<file path="src/rtl/vid_tpg_gen.sv">
`default_nettype none
// +------------------------------------------------------------------------+
// | vid_tpg_gen: GB-style raster timing and RGB555 test-pattern source     |
// |              with frame-buffer line addressing and write strobes.      |
// | Revision: 1.0                                                           |
// +------------------------------------------------------------------------+
module vid_tpg_gen #(
  parameter int          H_TOTAL   = 1824,
  parameter int          V_TOTAL   = 155,
  parameter int          PIX_DIV   = 4,
  parameter int          H_PIXELS  = 160,
  parameter int          V_LINES   = 144,
  parameter int          HS_END    = 1006,
  parameter int          VS_LINE   = 153,
  parameter logic [22:0] FB_BASE   = 23'h010000,
  parameter int          FB_STRIDE = 320
) (
  input  logic        hclk,
  input  logic        reset,
  input  logic        enable,
  input  logic [2:0]  mode,
  input  logic [14:0] solid_color,
  output logic [14:0] color_pixel,
  output logic        vs,
  output logic        hs,
  output logic        valid,
  output logic        hGBNewLine,
  output logic [22:0] hGBAddress,
  output logic        hGBWrite,
  output logic        frame_start
);

  localparam logic [11:0] c_x_last  = 12'(H_TOTAL - 1);
  localparam logic [11:0] c_y_last  = 12'(V_TOTAL - 1);
  localparam logic [11:0] c_h_act   = 12'(H_PIXELS * PIX_DIV);
  localparam logic [11:0] c_v_lines = 12'(V_LINES);
  localparam logic [11:0] c_hs_end  = 12'(HS_END);
  localparam logic [11:0] c_vs_line = 12'(VS_LINE);
  localparam int          c_ph_w    = (PIX_DIV > 1) ? $clog2(PIX_DIV) : 1;
  localparam logic [c_ph_w-1:0] c_ph_last = c_ph_w'(PIX_DIV - 1);
  localparam logic [7:0]  c_bar_w   = 8'(H_PIXELS / 8);
  localparam logic [22:0] c_stride  = 23'(FB_STRIDE);

  logic [11:0]       r_x;
  logic [11:0]       r_y;
  logic [c_ph_w-1:0] r_ph;
  logic [7:0]        r_pix_x;
  logic [7:0]        r_pix_y;
  logic [1:0]        r_fcnt;
  logic [2:0]        r_mode;
  logic [14:0]       r_solid;
  logic [14:0]       r_color;
  logic              r_valid;
  logic              r_hs;
  logic              r_vs;
  logic              r_nl;
  logic [22:0]       r_addr;
  logic              r_wr;
  logic              r_fs;

  logic              w_x_wrap;
  logic              w_y_wrap;
  logic              w_active_line;
  logic              w_strobe;
  logic [7:0]        w_bar;
  logic [4:0]        w_grey;
  logic [14:0]       w_pattern;

  assign w_x_wrap      = (r_x == c_x_last);
  assign w_y_wrap      = (r_y == c_y_last);
  assign w_active_line = (r_y < c_v_lines);
  // r_ph tracks x mod PIX_DIV, so the strobe lands on the last clock of each pixel.
  assign w_strobe      = w_active_line && (r_x < c_h_act) && (r_ph == c_ph_last);

  always_comb begin
    w_bar     = r_pix_x / c_bar_w;
    w_grey    = r_pix_x[7:3];
    w_pattern = 15'h0000;
    case (r_mode)
      3'd0: begin
        case (r_fcnt)
          2'd0:    w_pattern = {10'd0, r_y[4:0]};
          2'd1:    w_pattern = {5'd0, r_y[4:0], 5'd0};
          default: w_pattern = {r_y[4:0], 10'd0};
        endcase
      end
      3'd1: begin
        case (w_bar)
          8'd0:    w_pattern = 15'h7FFF;
          8'd1:    w_pattern = 15'h7FE0;
          8'd2:    w_pattern = 15'h03FF;
          8'd3:    w_pattern = 15'h03E0;
          8'd4:    w_pattern = 15'h7C1F;
          8'd5:    w_pattern = 15'h7C00;
          8'd6:    w_pattern = 15'h001F;
          default: w_pattern = 15'h0000;
        endcase
      end
      3'd2:    w_pattern = (r_pix_x[3] ^ r_pix_y[3]) ? 15'h7FFF : 15'h0000;
      3'd3:    w_pattern = {w_grey, w_grey, w_grey};
      3'd4:    w_pattern = r_solid;
      default: w_pattern = 15'h0000;
    endcase
  end

  always_ff @(posedge hclk) begin
    if (reset) begin
      r_x     <= '0;
      r_y     <= '0;
      r_ph    <= '0;
      r_pix_x <= '0;
      r_pix_y <= '0;
      r_fcnt  <= '0;
      r_mode  <= '0;
      r_solid <= '0;
      r_color <= '0;
      r_valid <= 1'b0;
      r_hs    <= 1'b0;
      r_vs    <= 1'b0;
      r_nl    <= 1'b0;
      r_addr  <= FB_BASE;
      r_wr    <= 1'b0;
      r_fs    <= 1'b0;
    end else begin
      r_valid <= 1'b0;
      r_wr    <= 1'b0;
      r_nl    <= 1'b0;
      r_fs    <= 1'b0;
      if (enable) begin
        r_hs    <= (r_x < c_hs_end);
        r_vs    <= (r_y == c_vs_line);
        r_valid <= w_strobe;
        r_wr    <= r_valid;
        r_nl    <= (r_x == c_h_act) && w_active_line;
        r_fs    <= w_x_wrap && w_y_wrap;
        if (w_strobe) begin
          r_color <= w_pattern;
        end
        if (w_x_wrap) begin
          r_x     <= '0;
          r_ph    <= '0;
          r_pix_x <= '0;
          r_addr  <= r_addr + c_stride;
          if (w_active_line) begin
            r_pix_y <= r_pix_y + 8'd1;
          end
          if (w_y_wrap) begin
            // Frame wrap: base reload wins over the stride add above.
            r_y     <= '0;
            r_pix_y <= '0;
            r_fcnt  <= (r_fcnt == 2'd2) ? 2'd0 : r_fcnt + 2'd1;
            r_mode  <= mode;
            r_solid <= solid_color;
            r_addr  <= FB_BASE;
          end else begin
            r_y <= r_y + 12'd1;
          end
        end else begin
          r_x  <= r_x + 12'd1;
          r_ph <= (r_ph == c_ph_last) ? '0 : r_ph + 1'b1;
          if (w_strobe) begin
            r_pix_x <= r_pix_x + 8'd1;
          end
        end
      end
    end
  end

  assign color_pixel = r_color;
  assign vs          = r_vs;
  assign hs          = r_hs;
  assign valid       = r_valid;
  assign hGBNewLine  = r_nl;
  assign hGBAddress  = r_addr;
  assign hGBWrite    = r_wr;
  assign frame_start = r_fs;

endmodule
`default_nettype wire

</file>
<file path="config.mk">
export PLATFORM = sky130hd
export DESIGN_NAME = vid_tpg_gen
export DESIGN_NICKNAME = d
export VERILOG_FILES = /design/src/rtl/vid_tpg_gen.sv
export SDC_FILE = /design/constraint.sdc
export NUM_CORES = 1
export LEC_CHECK = 0
export BUFFER_PORTS_ARGS = -buffer_cell sky130_fd_sc_hd__buf_4
export CORE_ASPECT_RATIO = 1.1
export CORE_MARGIN = 2
export CORE_UTILIZATION = 25
export CTS_CLUSTER_DIAMETER = 30
export CTS_CLUSTER_SIZE = 24
export DETAILED_ROUTE_END_ITERATION = 10
export GPL_TIMING_DRIVEN = 1
export PLACE_DENSITY = 0.5
export SLEW_MARGIN = 20
export SYNTH_ARGS = -nofsm -noshare
export SYNTH_HDL_FRONTEND = slang
export SYNTH_SLANG_ARGS = --single-unit
</file>
<file path="constraint.sdc">
create_clock -name hclk -period 2.1 [get_ports hclk]
set_input_delay 0 -clock hclk [delete_from_list [all_inputs] [get_ports hclk]]
set_output_delay 0 -clock hclk [all_outputs]
set_load 0.005 [all_outputs]
</file>
Word-level counts from Yosys, hierarchy flattened --
Cells that the tools add are included.
Operators by class: multiplexer cells 14, magnitude comparators 3, equal/unequal tests 17, div/mod/pow operators 1, add/subtract/negate cells 7, reduce and logical (&&, ||, !) cells 15, bitwise operators 2
Operators with widths (number):
- 15-bit case mux with 7 select lines | 1
- 15-bit case mux with 5 select lines | 1
- 8-bit two-way mux | 4
- 15-bit case mux with 2 select lines | 1
- 12-bit by 1-bit adder with 12-bit output, second input constant | 2
- 12-bit by 8-bit == test with 1-bit output, second input constant | 2
- 8-bit by 3-bit == test with 1-bit output, second input constant | 3
- 12-bit by 10-bit < comparator with 1-bit output, second input constant | 2
- 12-bit two-way mux | 2
- 23-bit by 9-bit adder with 23-bit output, second input constant | 1
- 23-bit two-way mux | 1
- 8-bit by 1-bit adder with 8-bit output, second input constant | 2
- 8-bit by 2-bit == test with 1-bit output, second input constant | 2
- 15-bit two-way mux | 1
- 12-bit by 10-bit == test with 1-bit output, second input constant | 1
- 12-bit by 11-bit == test with 1-bit output, second input constant | 1
- 12-bit by 8-bit < comparator with 1-bit output, second input constant | 1
- 8-bit by 5-bit divider with 8-bit output, second input constant | 1
- 8-bit by 1-bit == test with 1-bit output, second input constant | 1
- 8-bit logical NOT | 1
- 3-bit by 2-bit == test with 1-bit output, second input constant | 2
- 2-bit two-way mux | 3
- 2-bit AND reduction | 3
- 3-bit AND reduction | 2
- other kinds (12) | 18
Storage, ports and cells: output and inout bits 44, flip-flop bits (word level) 106, logic and storage cells 75, input bits 21

Logic depth before layout (Yosys ltp) --
Gate-level depths: netlist of run 1.
word-level depth 5, mapped depth 9

Worst setup path before layout of run 1 --
No wires, ideal clock.
path type reg-to-reg, start reg r_x[0], end reg r_fcnt[0], data arrival time 2.175 ns, cell stages (with the launch flop) 9, library setup time 0.070 ns, required time 2.030 ns, setup slack -0.145 ns, buffers on the path 2, cell sequence dfxtp_1 ha_1 nand4_4 or4_1 buf_2 or2_1 clkbuf_1 or3_1 a21oi_1
On the way: longest elaborated chain between the ends 2
Ends and longest elaborated chain:
- start, declared | line 44 | logic [11:0] r_x;
- start signal, assigned | line 159 | r_x <= r_x + 12'd1;
- 12-bit by 11-bit == test with 1-bit output | line 69 | assign w_x_wrap = (r_x == c_x_last);
- 3-bit AND reduction (no source line)
- end signal, assigned | line 151 | r_fcnt <= (r_fcnt == 2'd2) ? 2'd0 : r_fcnt + 2'd1;
- end, declared | line 49 | logic [1:0] r_fcnt;
No other way between the ends. A chain may end at the register's enable or synchronous reset.

Worst setup path after layout of run 1 --
start reg r_x[5], end reg r_addr[22] (netlist: hGBAddress[22])
On the way: longest elaborated chain between the ends 2
Ends and longest elaborated chain:
- 12-bit by 11-bit == test with 1-bit output | line 69
- 2-bit AND reduction (no source line)
- end signal, assigned | line 143 | r_addr <= r_addr + c_stride;
- end, declared | line 57 | logic [22:0] r_addr;
No other way between the ends.

==> results of run 1 <==
stage by stage:
stage,std cells,utilization [%]
2_1_floorplan,598,-
3_3_place_gp,913,30.8
3_5_place_dp,913,30.8
4_1_cts,948,33.3
5_1_grt,948,33.5
6_report,948,33.5
routing by layer:
metal | track usage [%] | routed length (um) | part of all wire, % | vias up
met5 | 0 | 0 | 0 | -
met1 | 18.0 | 6410 | 48 | 2054
li1 | - | - | - | 2292
met3 | 3.19 | 501 | 3.8 | 13
met2 | 21.2 | 6220 | 47 | 81
met4 | 4.01 | 188 | 1.4 | 0
where the power goes:
group          leakage, nW  switching [W]  internal [W]
Clock                0.135       0.000752      0.000803
Sequential           0.775     0.00000884       0.00183
Combinational         1.43      0.0000764     0.0000811
Total                 2.34       0.000837       0.00271
cell usage after synthesis (all sizes together) (2+ instances only):
library cell,n
nand2,82
xnor2,27
a31oi,5
and4b,3
ha,10
nor4,13
nand3b,5
o31ai,7
or2,2
a311oi,6
or4,4
inv,18
xor2,12
and3,10
nand3,19
a21oi,56
clkbuf,30
buf,15
nand2b,5
mux2i,2
a21o,8
and4,3
a221o,5
and2,3
o21ai,12
nor2b,3
nor4b,5
nor3b,5
or3,7
nor3,15
o211ai,3
dfxtp,96
a221oi,10
nand4,16
nor2,58
final timing paths:
kind / start / to / slack, ps / cells after the start
min reg2reg: color_pixel[5]$_SDFFE_PP0P_ / color_pixel[5]$_SDFFE_PP0P_ / 460 / 2
max reg2reg: r_x[5]$_SDFFE_PP0P_ / hGBAddress[22]$_SDFFE_PP0P_ / 80 / 5
min: reset / r_x[2]$_SDFFE_PP0P_ / 70 / 2
max: r_x[5]$_SDFFE_PP0P_ / hGBAddress[22]$_SDFFE_PP0P_ / 80 / 5
kinds of logic after synthesis:
logic type,count (synthesis),synth area share [%]
compound gates,119,15.8
flops,96,40.1
fa+ha+maj,11,2.82
buf+inv,63,5.61
other cells,1,0.0783
mux,2,0.418
xor+xnor,39,7.13
simple gates,262,28.0
repair_timing:
| item | 4_1_cts | 5_1_grt |
|---|---|---|
| hold endpoints to repair | 20 | 0 |
| resized for setup | 1 | 8 |
| pin swaps | 1 | 2 |
| endpoints found under the setup margin | 2 | 42 |
| gates cloned | 0 | 0 |
| buffers inserted | 0 | 0 |
| hold buffers | 19 | 0 |
sequential cells by signal, summed over array words and instances (netlist names), 3 cells and up:
| register | cells |
|---|---|
| r_x | 12 |
| color_pixel | 15 |
| r_y | 12 |
| r_mode | 3 |
| hGBAddress | 17 |
| r_pix_y | 4 |
| r_pix_x | 8 |
| r_solid | 15 |
layout make-up:
cell class | count | share of cell area, %
repair buffers | 132 | 17.1
clock inverters | 7 | 0.768
multi-input cells | 439 | 42.4
flip-flops and latches | 96 | 30.3
clock buffers | 9 | 3.54
inverters | 18 | 1.06
well taps | 247 | 4.86
critical path: stages (launching register included):
cell,delay [ps]
dfxtp_2,320
or2_4,260
or4_4,540
a41o_1,230
or4_1,460
a31oi_1,130
==> metrics.md, run 1 <==
| Metric | Value |
|---|---|
| #FFs+latches synth | `96` |
| Hold Worst Slack | `66.0 ps` |
| Status | `finished, final reports clean` |
| P_leak | `2.34 nW` |
| Via density per instance | `4.68` |
| Initial Util | `25.3%` |
| Layout cell share with drive strength beyond 1 | `21.0%` |
| CTS sink count | `96` |
| RSZ-0062 raised after global routing | `yes` |
| # diodes | `0` |
| H-tree levels | `3` |
| Most common cell after layout, fill and taps aside | `buf_4` |
| Core area | `0.0190 mm2` |
| FF/Latch Area | `0.00193 mm2` |
| Vias | `4,440` |
| Mapped cell area | `0.00479 mm2` |
| Clk root buf | `clkbuf_16` |
| Synth top area cells | `dfxtp_1 (40%), nand2_1 (6.4%), a21oi_1 (5.8%)` |
| Achievable Freq | `495 MHz` |
| Clk buf depth | `2` |
| CP endpoint kind | `register` |
| EDFF count, synth | `0` |
| Drt first pass iters | `5` |
| Ys flop type | `dfxtp_1` |
| Synth Warn # | `0` |
| Worst-Skew Late Latency | `350 ps` |
| DR iter-0 viols | `221` |
| Final slew viol count | `0` |
| FFs w/ async S/R, synth | `0%` |
| TritonCTS clock tree | `done` |
| Die W | `136 um` |
| Gr ovfl total | `0` |
| Final instance area | `0.00636 mm2` |
| Register area share after synthesis | `40.1%` |
| Largest area contributor in the synthesized netlist | `dfxtp_1` |
| Multi-input gate area | `0.00269 mm2` |
| Largest net degree at the start of global routing | `38` |
| Placed Area | `0.00584 mm2` |
| Number of CTS-inserted buffers | `9` |
| Worst slack, placed | `10.3 ps` |
| Synth top area share | `40.1%` |
| Die height | `149 um` |
| Overall global routing resource usage | `13.4%` |
| Hold crit path type | `in -> reg` |
| Post-DP HPWL | `9580 um` |
| First-pass GRT wire length | `21,500 um` |
| Hold Vio Cnt, Final | `0` |
| Setup violators final | `0` |
| Fin crit period | `2020 ps` |
| Initial antenna violation count | `0` |
| Final Total Pwr | `0.00355 W` |
| Critical path startpoint category | `register` |
| Skew final | `4.69 ps` |
| Final WS setup | `77.9 ps` |
| Fillers | `2,043` |
| # Max-Cap Violations | `0` |
| Pwr Density | `559 mW/mm2` |
| Synth Area per Inst | `8.08 um2` |
| Clock transition at path regs | `70 ps` |
| Nets | `727` |
| Crit path required time | `2380 ps` |
| Remaining DRCs | `0` |
| GP Congestion | `0.756` |
| Crit path DAT | `2310 ps` |
| FP Rows | `53` |
| Vias in the first global route | `4,160` |
| Tcrit/Tclk final | `96.3%` |
| WL/cell | `14.1 um` |
| Synth-to-Final Area Change | `32.7%` |
| WL final | `13,300 um` |
| Most frequent cells in the layout | `buf_4 (109), dfxtp_1 (93), nand2_1 (82)` |
| DIE AREA | `0.0203 mm2` |
| Synth cell types | `56` |
| Port bufs | `58` |
| Largest fanout on the critical path | `5` |
| VDD IR-drop max | `478 uV` |
| DRT antenna net count | `0` |
| Io pins | `65` |
| Crit path kind | `reg -> reg` |
| Synthesized instance count | `593` |
| Setup TNS Final | `0 ps` |
(Power assumes the default switching activity.)
==> run 2, diff against run 1 <==
- BUFFER_PORTS_ARGS: -buffer_cell sky130_fd_sc_hd__buf_4 -> -buffer_cell sky130_fd_sc_hd__buf_2
==> run 2 against run 1 <==
Effect of this change: count of clock-buffer cells in the layout up 1; clock power up 15%; sequential share of layout area up 0.58 points; wire length up 0.53%; non-clock buffer count unchanged; core utilization down 0.61 points; first-iteration DRC count up 0.90%; global-route usage up 0.19 points; largest cell class unchanged; highest routed layer unchanged.
==> metrics.md, run 2 (synthesis gave the netlist of run 1 again) <==
| Metric | Value |
|---|---|
| Largest register FFs | `17 (unchanged)` |
| Post-DP HPWL | `9790 um (+2.2%)` |
| DIE AREA | `0.0203 mm2 (unchanged)` |
| Via density per instance | `4.69 (+0.16%)` |
| Remaining DRCs | `0 (unchanged)` |
| CTS sink count | `96 (unchanged)` |
| Initial Util | `25.3% (unchanged)` |
| Setup bufs post-CTS | `0 (unchanged)` |
| Critical path startpoint category | `register` |
| First-pass GRT wire length | `21,900 um (+1.8%)` |
| DRT antenna net count | `0 (unchanged)` |
| DR iter-0 viols | `223 (+0.90%)` |
| RSZ-0062 raised after global routing | `yes` |
| CP endpoint kind | `register` |
| Clk buf depth | `2 (unchanged)` |
| Die height | `149 um (unchanged)` |
| Vias in the first global route | `4,286 (+3.0%)` |
| Setup violators final | `0 (unchanged)` |
| Number of CTS-inserted buffers | `9 (unchanged)` |
| # diodes | `0 (unchanged)` |
| Most common cell after layout, fill and taps aside | `dfxtp_1` |
| Status | `finished, final reports clean` |
| Tcrit/Tclk final | `96.3% (about the same)` |
| Initial antenna violation count | `0 (unchanged)` |
| WL final | `13,400 um (+0.53%)` |
| Non-filler instance count after layout | `948 (unchanged)` |
| Slew @ Worst Pin | `666 ps` |
| Pwr Density | `606 mW/mm2 (+8.4%)` |
| Crit path required time | `2370 ps (about the same)` |
| Synth-to-Final Area Change | `30.2%` |
| VDD IR-drop max | `389 uV (-19%)` |
| Crit path kind | `reg -> reg` |
| Final Total Pwr | `0.00378 W (+6.4%)` |
| P_leak | `2.35 nW (+0.45%)` |
| Crit path DAT | `2300 ps (about the same)` |
| Largest stage delay on the critical path | `540 ps (about the same)` |
| Final WS setup | `77.3 ps (-0.676 ps)` |
| Io pins | `65 (unchanged)` |
| Final slew viol count | `0 (unchanged)` |
| Worst slack, placed | `12.7 ps (+2.35 ps)` |
| Overall global routing resource usage | `13.6% (+0.19 points)` |
| Clock transition at path regs | `70 ps (about the same)` |
| GP Congestion | `0.816 (+7.9%)` |
| Largest fanout on the critical path | `5 (unchanged)` |
| Dpl cells | `915 (+0.22%)` |
| Nets | `727 (unchanged)` |
| Gr ovfl total | `0 (unchanged)` |
| Core area | `0.0190 mm2 (unchanged)` |
| Vias | `4,447 (+0.16%)` |
| CP top delay family | `simple AND/OR/NAND/NOR gates` |
| WL/cell | `14.1 um (+0.53%)` |
| Crit path cell chain | `or2_4 -> or4_4 -> a41o_1 -> buf_4 -> or3_1 -> a21oi_1` |
| H-tree levels | `3 (unchanged)` |
| # Max-Cap Violations | `0 (unchanged)` |
| Hold crit path type | `in -> reg` |
| CP max stage cell | `or4_4` |
| Slew HR | `55.6%` |
| Worst-Skew Late Latency | `350 ps (about the same)` |
| Clk root buf | `clkbuf_16` |
| Skew final | `10.3 ps (+5.59 ps)` |
| Layout cell share with drive strength beyond 1 | `21.0% (unchanged)` |
| TritonCTS clock tree | `done` |
| Most frequent cells in the layout | `dfxtp_1 (92), nand2_1 (82), buf_2 (58)` |
| Largest net degree at the start of global routing | `32 (-16%)` |
| Crit path buffers/inverters | `1 (+1)` |
| Achievable Freq | `494 MHz (about the same)` |
| FP Rows | `53 (unchanged)` |
| Fin crit period | `2020 ps (+0.676 ps)` |
| Hold Vio Cnt, Final | `0 (unchanged)` |
| Port bufs | `58 (unchanged)` |
| Die W | `136 um (unchanged)` |
| Drt first pass iters | `4 (-1)` |
[run 2: final cells by class]
type / instances / area, um2
clock buffer: 10 / 229
clock inverter: 6 / 90.1
fill: 2049 / 12700
inverter: 18 / 67.6
multi-input combinational: 439 / 2670
sequential: 96 / 1930
tap: 247 / 309
timing repair buffer: 132 / 953
[run 2: worst paths after layout]
| check | endpoint | cells after the start | from | slack, ps |
|---|---|---|---|---|
| worst max-delay path | r_pix_y[0]$_SDFFE_PP0P_ | 6 | r_x[5]$_SDFFE_PP0P_ | 80 |
| worst min-delay path | r_ph[0]$_SDFFE_PP0P_ | 4 | enable | 130 |
| worst max register to register | r_pix_y[0]$_SDFFE_PP0P_ | 6 | r_x[5]$_SDFFE_PP0P_ | 80 |
| worst min register to register | color_pixel[9]$_SDFFE_PP0P_ | 2 | color_pixel[9]$_SDFFE_PP0P_ | 450 |
[run 2: metal layers]
layer	global-route usage (%)	part of all wire, %
met5	0	0
met2	22.4	46
met1	18.0	49
met4	4.01	1.5
met3	2.55	3.1
[run 2: timing repair]
item                                   in CTS  in global routing
setup endpoints to repair                   2                 27
pin swaps                                   3                  1
endpoints found under the hold margin      18                  0
cloned                                      0                  0
hold buffers                               18                  0
resized for setup                           1                  6
[run 2: report_power, final]
group / switching (W) / leakage, nW / internal [W]
sequential: 0.00000873 / 0.776 / 0.00183
clock: 0.000741 / 0.153 / 0.00105
combinational: 0.0000767 / 1.42 / 0.0000723
[run 2: worst min-delay path: stages]
cell and delay [ps]:
buf_2 130, buf_4 170, nand3_1 70, a21oi_1 60
[run 2: metrics by stage]
stage / hold WS, ps / cell area (um2) / utilization [%] / setup TNS, ps
2_1_floorplan: 140 / 4830 / - / 0
3_3_place_gp: 254 / 5720 / 30.2 / 0
3_5_place_dp: 257 / 5720 / 30.2 / 0
4_1_cts: 130 / 6220 / 32.8 / 0
5_1_grt: 159 / 6240 / 32.9 / -18.8
6_report: 134 / 6240 / 32.9 / 0
==> run 3, diff against run 2 <==
- ABC_AREA: not set -> 1
==> run 3 against run 2 <==
Effect of this change: register-to-register slack improved by 20 ps; combinational power is essentially flat; critical endpoint is now hGBAddress[20]$_SDFFE_PP0P_; clock power shrank 6%; sequential share of layout area is 1.4 points higher; hold slack worse by 100 ps; sequential power hardly changed; global-route usage is 0.39 points lower; first-iteration DRC count down 17%; maximum frequency grew 0.91%; core utilization shrank 0.39 points.
==> metrics.md, run 3 <==
| Metric | Value |
|---|---|
| Status | `finished, final reports clean` |
| Fillers | `1,993 (-2.7%)` |
| RSZ-0062 raised after global routing | `yes` |
| Largest net degree at the start of global routing | `21 (-34%)` |
| Io pins | `65 (unchanged)` |
| Drt first pass iters | `4 (unchanged)` |
| Setup violators final | `0 (unchanged)` |
| Count leader, synth | `nand2_1` |
| Die W | `135 um (-0.83%)` |
| WL final | `12,800 um (-4.5%)` |
| Clk root buf | `clkbuf_16` |
| CTS sink count | `96 (unchanged)` |
| Synth top area cells | `dfxtp_1 (41%), nand2_1 (11%), inv_1 (6.8%)` |
| Synth Warn # | `0 (unchanged)` |
| Nets | `787 (+8.3%)` |
| Crit path DAT | `2250 ps (-50 ps)` |
| Crit path required time | `2340 ps (-30 ps)` |
| First-pass GRT wire length | `20,800 um (-4.9%)` |
| Crit path kind | `reg -> reg` |
| Synth-to-Final Area Change | `27.1%` |
| DIE AREA | `0.0200 mm2 (-1.6%)` |
| Worst slack, placed | `54.6 ps (+42.0 ps)` |
| Final slew viol count | `0 (unchanged)` |
| Pwr Density | `612 mW/mm2 (+1.0%)` |
| Clk buf depth | `2 (unchanged)` |
| Worst-Skew Late Latency | `350 ps (about the same)` |
| Final WS setup | `95.5 ps (+18.2 ps)` |
| Multi-input gate area | `0.00237 mm2 (-11%)` |
| Initial Util | `25.6% (+0.32 points)` |
| Vias in the first global route | `4,243 (-1.0%)` |
| Final Total Pwr | `0.00366 W (-3.1%)` |
| Largest register FFs | `17 (unchanged)` |
| Most frequent cells after synthesis | `nand2_1 (132), dfxtp_1 (96), inv_1 (85)` |
| FFs w/ async S/R, synth | `0% (unchanged)` |
| DR iter-0 viols | `186 (-17%)` |
| Register area share after synthesis | `40.8% (+0.69 points)` |
| EDFF count, synth | `0 (unchanged)` |
| Layout cell share with drive strength beyond 1 | `18.6% (-2.4 points)` |
| Mapped cell area | `0.00471 mm2 (-1.7%)` |
| Core area | `0.0184 mm2 (-2.9%)` |
| Post-DP HPWL | `9600 um (-1.9%)` |
| Synthesized instance count | `656 (+11%)` |
| Port bufs | `58 (unchanged)` |
| P_leak | `2.50 nW (+6.2%)` |
| Overall global routing resource usage | `13.2% (-0.39 points)` |
| Largest fanout on the critical path | `4 (-1)` |
| Hold crit path type | `in -> reg` |
| Synth Area per Inst | `7.18 um2 (-11%)` |
| CP endpoint kind | `register` |
| DRT antenna net count | `0 (unchanged)` |
| Most common cell after layout, fill and taps aside | `nand2_1` |
| Synth top area share | `40.8% (+0.69 points)` |
| Hold Vio Cnt, Final | `0 (unchanged)` |
| #FFs+latches synth | `96 (unchanged)` |
| GP Congestion | `0.889 (+9.0%)` |
| Remaining DRCs | `0 (unchanged)` |
| Clock transition at path regs | `70 ps (about the same)` |
| Critical path startpoint category | `register` |
| WL/cell | `12.8 um (-9.7%)` |
| H-tree levels | `3 (unchanged)` |
| # diodes | `0 (unchanged)` |
| Fin crit period | `2000 ps (-18.2 ps)` |
| Synth cell types | `47 (-16%)` |
| Die height | `148 um (-0.83%)` |
| Tcrit/Tclk final | `95.5% (-0.87 points)` |
| # Max-Cap Violations | `0 (unchanged)` |
| Skew final | `10.1 ps (-0.211 ps)` |
| FF/Latch Area | `0.00193 mm2 (+0.19%)` |
| Gr ovfl total | `0 (unchanged)` |
| Largest area contributor in the synthesized netlist | `dfxtp_1` |
| Initial antenna violation count | `0 (unchanged)` |
| Most frequent cells in the layout | `nand2_1 (131), dfxtp_1 (91), inv_1 (84)` |
| Number of CTS-inserted buffers | `9 (unchanged)` |
| TritonCTS clock tree | `done` |
| Ys flop type | `dfxtp_1` |
| Achievable Freq | `499 MHz (+0.91%)` |
| Vias | `4,435 (-0.27%)` |
| Reg2Reg Setup Slack | `100 ps (+20 ps)` |
| FP Rows | `52 (-1.9%)` |
| Via density per instance | `4.42 (-5.7%)` |
| VDD IR-drop max | `391 uV (+0.53%)` |
run 3: cell types whose count changed after synthesis, moves of 9 or more:
cell	previous run	this run
nand2_1	82	132
and3_1	10	1
clkbuf_1	30	5
nand3_1	19	41
o21ai_0	12	49
xnor2_1	27	2
inv_1	18	85
run 3: path summary, 6_finish.rpt:
| kind | startpoint | to | cells past startpoint |
|---|---|---|---|
| worst max-delay path | r_x[0]$_SDFFE_PP0P_ | hGBAddress[20]$_SDFFE_PP0P_ | 13 |
| worst min-delay path | reset | r_x[2]$_SDFFE_PP0P_ | 2 |
| worst max register to register | r_x[0]$_SDFFE_PP0P_ | hGBAddress[20]$_SDFFE_PP0P_ | 13 |
| worst min register to register | valid$_SDFF_PP0_ | hGBWrite$_SDFF_PP0_ | 2 |
run 3: repair_timing:
action,in CTS,in global routing
hold endpoints to repair,18,0
setup buffers,0,3
setup endpoints to repair,0,22
resized for setup,0,17
hold buffers,18,0
run 3: cells by family (layout without fill, tap and decap cells):
logic type	count (synthesis)	count (layout)	share of synthesized area (%)
AO/OA/AOI/OAI	137	137	16.2
XOR/XNOR	6	6	1.12
adder cells (fa/ha/maj)	10	10	2.66
buffers and inverters	117	216	10.4
flip-flops	96	96	40.8
other	1	6	0.0796
AND/OR/NAND/NOR	289	289	28.7
run 3: power by group:
group	internal (W)	leakage (nW)	total [W]	switching (W)
Sequential	0.00183	0.776	0.00183	0.00000620
Clock	0.000955	0.138	0.00168	0.000726
Combinational	0.0000691	1.58	0.000149	0.0000803
Total	0.00285	2.50	0.00366	0.000813
run 3: cell type report:
cell class                 instances  share of cell area [%]
inverter                          93                    5.83
multi-input combinational        448                    39.5
sequential                        96                    32.2
tap                              243                    5.08
timing repair buffer             108                    12.4
clock buffer                      11                    4.05
clock inverter                     4                   0.899
run 3: routing by layer:
layer / track usage, % / vias to the layer above / wire length, um
met5: 0 / - / 0
met1: 17.7 / 1985 / 6340
met3: 2.33 / 17 / 495
met2: 20.7 / 82 / 5660
met4: 5.63 / 0 / 306
li1: - / 2351 / -
run 3: stage by stage:
stage / setup TNS (ps) / std cells / cell area, um2 / util, % / hold slack [ps]
after floorplan: 0 / 661 / 4730 / - / 110
after global placement: 0 / 967 / 5430 / 29.5 / 208
after detailed placement: 0 / 967 / 5430 / 29.5 / 205
after CTS: 0 / 1000 / 5910 / 32.1 / 27.6
after global routing: -138 / 1003 / 5990 / 32.5 / 47.1
final: 0 / 1003 / 5990 / 32.5 / 32.6
run 3: critical path, cell delays in order (launching register included):
cell	delay, ps
dfxtp_4	360
ha_4	130
inv_2	40
buf_6	110
nor3_4	200
nand4_4	130
nor2_4	230
nand3b_1	150
inv_2	110
nand3_4	80
nor2_4	130
nand2_1	70
o21ai_1	120
a21oi_1	50
